**src/rtl/key_input_conditioner_pkg.sv**
```systemverilog
// rtl/key_input_conditioner_pkg.sv - shared constants for the key/switch input conditioner
package key_input_conditioner_pkg;

    localparam int CLK_HZ           = 50000000;
    localparam int DEBOUNCE_DEFAULT = 500000;
    localparam int NUM_KEYS_DEFAULT = 4;
    localparam int NUM_SW_DEFAULT   = 10;

endpackage

```
**src/rtl/key_input_conditioner_debounce_bit.sv**
```systemverilog
// rtl/key_input_conditioner_debounce_bit.sv - one-bit synchronizer, debouncer and edge pulse generator
module debounce_bit #(
    parameter int DEBOUNCE_CYCLES = 500000,
    parameter int CNT_W           = 20
) (
    input  logic clk_i,
    input  logic reset_i,
    input  logic raw_i,
    output logic level_o,
    output logic rise_o,
    output logic fall_o
);

    localparam logic [CNT_W-1:0] CNT_LAST = CNT_W'(DEBOUNCE_CYCLES - 1);

    logic             sync1_q;
    logic             sync2_q;
    logic [CNT_W-1:0] cnt_q;
    logic [CNT_W-1:0] cnt_d;
    logic             lvl_q;
    logic             lvl_d;
    logic             rise_q;
    logic             rise_d;
    logic             fall_q;
    logic             fall_d;

    // Count consecutive cycles that the synchronized input disagrees with the level; accept on the last one
    always_comb begin
        cnt_d  = '0;
        lvl_d  = lvl_q;
        rise_d = 1'b0;
        fall_d = 1'b0;
        if (sync2_q != lvl_q) begin
            if (cnt_q == CNT_LAST) begin
                lvl_d  = sync2_q;
                rise_d = sync2_q;
                fall_d = ~sync2_q;
            end else begin
                cnt_d = cnt_q + 1'b1;
            end
        end
    end

    // Synchronizer, counter, level and pulse registers; reset discards any count in progress
    always_ff @(posedge clk_i) begin
        if (reset_i) begin
            sync1_q <= 1'b0;
            sync2_q <= 1'b0;
            cnt_q   <= '0;
            lvl_q   <= 1'b0;
            rise_q  <= 1'b0;
            fall_q  <= 1'b0;
        end else begin
            sync1_q <= raw_i;
            sync2_q <= sync1_q;
            cnt_q   <= cnt_d;
            lvl_q   <= lvl_d;
            rise_q  <= rise_d;
            fall_q  <= fall_d;
        end
    end

    assign level_o = lvl_q;
    assign rise_o  = rise_q;
    assign fall_o  = fall_q;

endmodule

```
**src/rtl/key_input_conditioner.sv**
```systemverilog
// rtl/key_input_conditioner.sv - debounced pushbutton and slide switch levels with edge pulses
module key_input_conditioner
    import key_input_conditioner_pkg::*;
#(
    parameter int DEBOUNCE_CYCLES = DEBOUNCE_DEFAULT,
    parameter int CNT_W           = 20,
    parameter int NUM_KEYS        = NUM_KEYS_DEFAULT,
    parameter int NUM_SW          = NUM_SW_DEFAULT
) (
    input  logic                CLOCK_50,
    input  logic                reset,
    input  logic [NUM_KEYS-1:0] KEY,
    input  logic [NUM_SW-1:0]   SW,
    output logic [NUM_KEYS-1:0] key_level,
    output logic [NUM_KEYS-1:0] key_press,
    output logic [NUM_KEYS-1:0] key_release,
    output logic [NUM_SW-1:0]   sw_level,
    output logic                sw_change
);

    // Keys are wired active-low; flip them so everything downstream means "pressed"
    logic [NUM_KEYS-1:0] key_pressed_raw;
    logic [NUM_SW-1:0]   sw_rise;
    logic [NUM_SW-1:0]   sw_fall;
    logic                sw_change_q;
    logic                sw_change_d;

    assign key_pressed_raw = ~KEY;

    for (genvar gi = 0; gi < NUM_KEYS; gi++) begin : g_key
        debounce_bit #(
            .DEBOUNCE_CYCLES (DEBOUNCE_CYCLES),
            .CNT_W           (CNT_W)
        ) u_db (
            .clk_i   (CLOCK_50),
            .reset_i (reset),
            .raw_i   (key_pressed_raw[gi]),
            .level_o (key_level[gi]),
            .rise_o  (key_press[gi]),
            .fall_o  (key_release[gi])
        );
    end

    for (genvar gi = 0; gi < NUM_SW; gi++) begin : g_sw
        debounce_bit #(
            .DEBOUNCE_CYCLES (DEBOUNCE_CYCLES),
            .CNT_W           (CNT_W)
        ) u_db (
            .clk_i   (CLOCK_50),
            .reset_i (reset),
            .raw_i   (SW[gi]),
            .level_o (sw_level[gi]),
            .rise_o  (sw_rise[gi]),
            .fall_o  (sw_fall[gi])
        );
    end

    // Any switch settling this cycle collapses into one change strobe
    always_comb begin
        sw_change_d = |(sw_rise | sw_fall);
    end

    // Register the combined switch change strobe
    always_ff @(posedge CLOCK_50) begin
        if (reset) begin
            sw_change_q <= 1'b0;
        end else begin
            sw_change_q <= sw_change_d;
        end
    end

    assign sw_change = sw_change_q;

endmodule

```
**config.mk**
```make
export PLATFORM = sky130hd
export DESIGN_NAME = key_input_conditioner
export DESIGN_NICKNAME = d
export VERILOG_FILES = /design/src/rtl/key_input_conditioner_pkg.sv /design/src/rtl/key_input_conditioner_debounce_bit.sv /design/src/rtl/key_input_conditioner.sv
export SDC_FILE = /design/constraint.sdc
export NUM_CORES = 1
export LEC_CHECK = 0
export CORE_MARGIN = 2
export CORE_UTILIZATION = 35
export DETAILED_ROUTE_END_ITERATION = 7
export GPL_TIMING_DRIVEN = 0
export PLACE_DENSITY = 0.47
export SLEW_MARGIN = 20
export SYNTH_ARGS = -nofsm -noshare
export SYNTH_HDL_FRONTEND = slang
export SYNTH_SLANG_ARGS = --single-unit
```
**constraint.sdc**
```tcl
create_clock -name CLOCK_50 -period 3 [get_ports CLOCK_50]
set_input_delay 0.6 -clock CLOCK_50 [delete_from_list [all_inputs] [get_ports CLOCK_50]]
set_output_delay 0.6 -clock CLOCK_50 [all_outputs]
set_load 0.01 [all_outputs]
```
# Word-level counts from Yosys, hierarchy flattened
# Index checks and enable logic that the tools add are counted.
# word_totals
out_inout_bits	23
regBits	351
elab_cells	214
# op_classes
n_addsub	14
bitwise_logic	44
n_reduce_logical	43
n_eq_ne	28
# ops
cell	count
$add A20 B1 Y20 const B	14
$eq A20 B19 Y1 const B	14
$reduce_or A3 Y1	28
$not A1 Y1	42
$reduce_and A2 Y1	14
$ne A1 B1 Y1	14
$or A10 B10 Y10	1
$reduce_or A10 Y1	1
$not A4 Y4	1

# Longest topological paths before layout
# logic_depth
word_depth	3
depth_mapped	7

# Cells and area by module
# A second synthesis with hierarchy kept.
# hier_totals
cells_unflattened	1729
area_unflattened_um2	15737.6
# by_module_without_submodules
mod	n_inst	cells_each	area_per_inst_um2	seq_area_each_um2
debounce_bit (g_key[0].u_db ...)	13	123	1119.8	500.5
debounce_bit (g_sw[9].u_db)	1	118	1101.1	500.5
key_input_conditioner	1	12	78.8	20.0

# Worst setup path after synthesis
# No wires, ideal clock.
# synth_timing
path_kind	register to register
startpoint	register g_key[1].u_db.cnt_q[0]
endpoint	register g_key[1].u_db.cnt_q[18]
path_buffers	0
path_stages_with_launch	6
t_arrival_ps	1884
setup_ps	70
path_slack_ps	1047
period_less_slack_ps	1953
cell_sequence	dfxtp_1 > ha_1 > nand3_1 > or4_1 > or4b_1 > a21oi_1
# synth_via
elab_chain_len	2
elab_cells_between_ends	3
# synth_lines
element	line_no	text
from (decl)	key_input_conditioner_debounce_bit.sv:18	logic [CNT_W-1:0] cnt_q;
from (signal assigned)	key_input_conditioner_debounce_bit.sv:56	cnt_q <= cnt_d;
branches (longest 2 deep; another with $add A20 B1 Y20)	--	
# Parallel ways; which one is timed is not known.
# A chain may end at the register's enable or synchronous reset.

# Worst setup path after layout
# layout_timing
startpoint	input port reset
endpoint	register g_sw[5].u_db.fall_q
# layout_via
elab_chain_len	1
# layout_lines
element	line_no	text
from (decl)	key_input_conditioner.sv:11	input logic reset,
$reduce_or A3 Y1 (no line)	--	
to (signal assigned)	key_input_conditioner_debounce_bit.sv:59	fall_q <= fall_d;
to (decl)	key_input_conditioner_debounce_bit.sv:24	logic fall_q;
# Every way passes these cells.

==> results.md <==
- Outcome: finished clean
- Routed len/inst: 13.7 µm
- Share of cells above drive strength 1: under 10%
- Drt pass-1 iters: 4
- Hold Crit Depth: 1
- Largest area contributor in the synthesized netlist: dfxtp_1
- Area share of the largest cell type after synthesis: between 40% and 50%
- DP Cell Count: roughly 2300
- RR Startpoint: g_sw[6].u_db.cnt_q[0]$_SDFF_PP0_
- H-tree depth: 2
- Worst Skew: 0.0154 ns
- Diodes inserted: 0
- Clock buffer depth: 3
- Non-filler instance count after layout: 2359
- WP data arrival: roughly 3.2 ns
- Worst r2r path cells: 6
- Part of the power in registers: a little under half
- FP Rows: between 70 and 80
- Most common cell in the netlist: dfxtp_1
- Post-DRT Antenna Nets: 0
- Syn avg cell area: 8.89 µm²
- Syn nets: between 1500 and 2000
- Die Ht: about 210 µm
- HP Class: flop to flop
- Setup WS pre-CTS: -0.540 ns
- Tot GR Track Use: between 10% and 20%
- Worst Setup Start Kind: input pin
- Clk_lat worst skew: 0.55 ns
- Root buf cell: clkbuf_16
- Core Footprint: 42800 µm²
- Critical Path Stages: 5
- Most used cell, CP: clkbuf_1
- Max-cap violations: 0
- DR DRC count: 0
- Clock sink total: 351
- Int Power: about 8 mW
- Remaining global-route overflow: 0
- Gr busiest metal: met2
- RSZ-0062 raised after global routing: no
- Crit. Startpoint: reset
- Setup Viol. Count Final: 0
- Max-slew violations: 0
- Port bufs: 38
- Comb power frac: under 10%
- Nets: about 1800
- Hold Fails Final Rpt: 0
- Mapped Cells: about 1700
- Critical Path RT: between 3 and 4 ns
- Min-delay src: g_sw[9].u_db.sync1_q$_SDFF_PP0_
- CP max FO: 10
- Worst path top cell family by delay: buffers and inverters
- Drt total wl: around 32 mm
- Grt met2 use: between 20% and 30%
- Yosys warning count: 0
- Period minus WS final: between 2 and 3 ns
- Largest net degree at the start of global routing: 13
- Synth cell types: 50
- GPL Wtd Cong: between 0.7 and 0.8
- Buf+Inv Stages, Crit Path: 4
- Achievable frequency: around 360 MHz
- Setup TNS: 0 ns
- Cell Area, Synth: ~15000 µm²
- Die area: ~45000 µm²
- Cts hold-fix bufs: 0
- Routing usage on met3: 2.70%
- Worst setup margin: roughly 0.19 ns
- Area growth syn-to-layout: 16.4%
- Synth cell count leaders: 351 x dfxtp_1, 237 x nor2_1, 104 x xnor2_1, 97 x nand3_1, 92 x xor2_1
- Hpwl dp: ~22 mm
- Final instance area: 17600 µm²
- First-pass GRT wire length: around 56 mm
- Worst slew pin tran: ~0.93 ns
- Placed Area: 16200 µm²
- Die Wd: roughly 210 µm
- Clk slew on worst S/H paths: roughly 0.060 ns
- Initial Util: between 30% and 40%
- Initial antenna violation count: 1
- Worst rel slew slack: a little under two fifths
- Post-synth EDFFs: 0
- Fraction of registers with async set/reset: 0%
- Vias in the first global route: between 10000 and 15000
- Crit path capture type: flop
- Synth Flop Type: dfxtp_1
- I/O pins: 39
- CP peak stage delay: between 0.6 and 0.7 ns
- Vias: between 10000 and 15000
- PwrDens: ~570 nW/µm²
- Critical Setup Path Class: input pin to flop
- Final Cycle Share: a little over nine tenths
- Grt met1 use: a little over 20%
- Vias per cell: 5.03
- CP max-delay cell: clkdlybuf4s50_1
- Switching pwr: between 2 and 2.5 mW
- Total power draw: between 10 and 15 mW
- DRT iter0 DRCs: between 500 and 600
- Worst-path cell chain: clkdlybuf4s50_1, clkbuf_1, clkbuf_1, clkbuf_1, nor4_1
- Maximum VDD drop: around 0.30 mV
- Synth Register Bits: approximately 350
- Leakage: 5.37 nW
- Area contributors post-synth: dfxtp_1 47%, xnor2_1 6.0%, nor2_1 5.9%
- Switching portion of total power: between 20% and 30%
- Clk pwr share: 51.8%
- Sequential-to-total area share from yosys stat: between 40% and 50%
- CTS tree: built
- Inserted Clock Buffers: 42
[area by class of cell]
class	count	area, µm²
clock inverter	11	159
inverter	38	143
sequential	351	7030
tap	546	683
timing repair buffer	38	380
fill	4384	25200
buffer	67	357
multi-input combinational	1243	7580
clock buffer	65	1260
[power groups by stage]
| stage | registers (mW) | logic, mW | clock network, mW |
|---|---|---|---|
| after detailed placement | 4.80 | 0.131 | 0 |
| after floorplan | 4.80 | 0.0705 | 0 |
| final | 4.70 | 0.128 | 5.18 |
| after global placement | 4.80 | 0.131 | 0 |
| after CTS | 4.70 | 0.132 | 5.39 |
| after global routing | 4.70 | 0.143 | 5.55 |
[cells by family after synthesis]
kind of cell               share of synthesized area (%)
adders and majority gates                           1.16
muxes                                              0.199
and+or+nand+nor                                     30.5
buffers and inverters                               3.30
xor gates and xnor gates                            11.4
AOI/OAI and AO/OA                                   6.92
DFF                                                 46.5
[path summary, 6_finish.rpt]
path,slack (ns),to
max,0.19,g_sw[5].u_db.fall_o$_SDFF_PP0_
min,0.43,g_sw[9].u_db.sync2_q$_SDFF_PP0_
max reg2reg,0.59,g_sw[6].u_db.cnt_q[9]$_SDFF_PP0_
min reg2reg,0.43,g_sw[9].u_db.sync2_q$_SDFF_PP0_
[state kept, by name, summed over array words and instances (netlist names)]
signal	count
g_key.u_db.cnt_q	80
g_key.u_db.fall_o	4
g_key.u_db.level_o	4
g_key.u_db.rise_o	4
g_key.u_db.sync1_q	4
g_key.u_db.sync2_q	4
g_sw.u_db.cnt_q	200
g_sw.u_db.fall_o	10
g_sw.u_db.level_o	10
g_sw.u_db.rise_o	10
g_sw.u_db.sync1_q	10
g_sw.u_db.sync2_q	10
sw_change	1
[layer usage]
layer	share of wire (%)	vias up
li1	-	6219
met5	0	-
met4	2.2	0
met1	51	5472
met2	43	120
met3	3.8	50
[repair_timing]
item | CTS | global route
resized for setup | 0 | 3
setup buffers | 0 | 0
endpoints found under the setup margin | 0 | 8
[per-stage QoR]
stage | hold WS (ns) | util (%)
final | 0.433 | 41.1
after global routing | 0.452 | 41.1
after CTS | 0.434 | 41.1
after detailed placement | 0.420 | 37.8
after global placement | 0.417 | 37.8
after floorplan | 0.414 | -
[layout by cell type (no fill, tap or decap), drive strengths merged, types with 32 or more instances in the layout]
cell type	netlist	routed
dfxtp	351	351
nor2	237	237
nand2	76	76
nor3	43	43
nor2b	32	32
or4	48	48
inv	38	39
nand4	91	91
buf	37	37
nor4	48	48
nand3	97	97
or3	54	54
clkdlybuf4s50	0	38
xnor2	104	104
clkbuf	30	95
a21oi	76	76
o21ai	62	62
and3	34	34
xor2	92	92
Power figures use the tool's default switching activity.
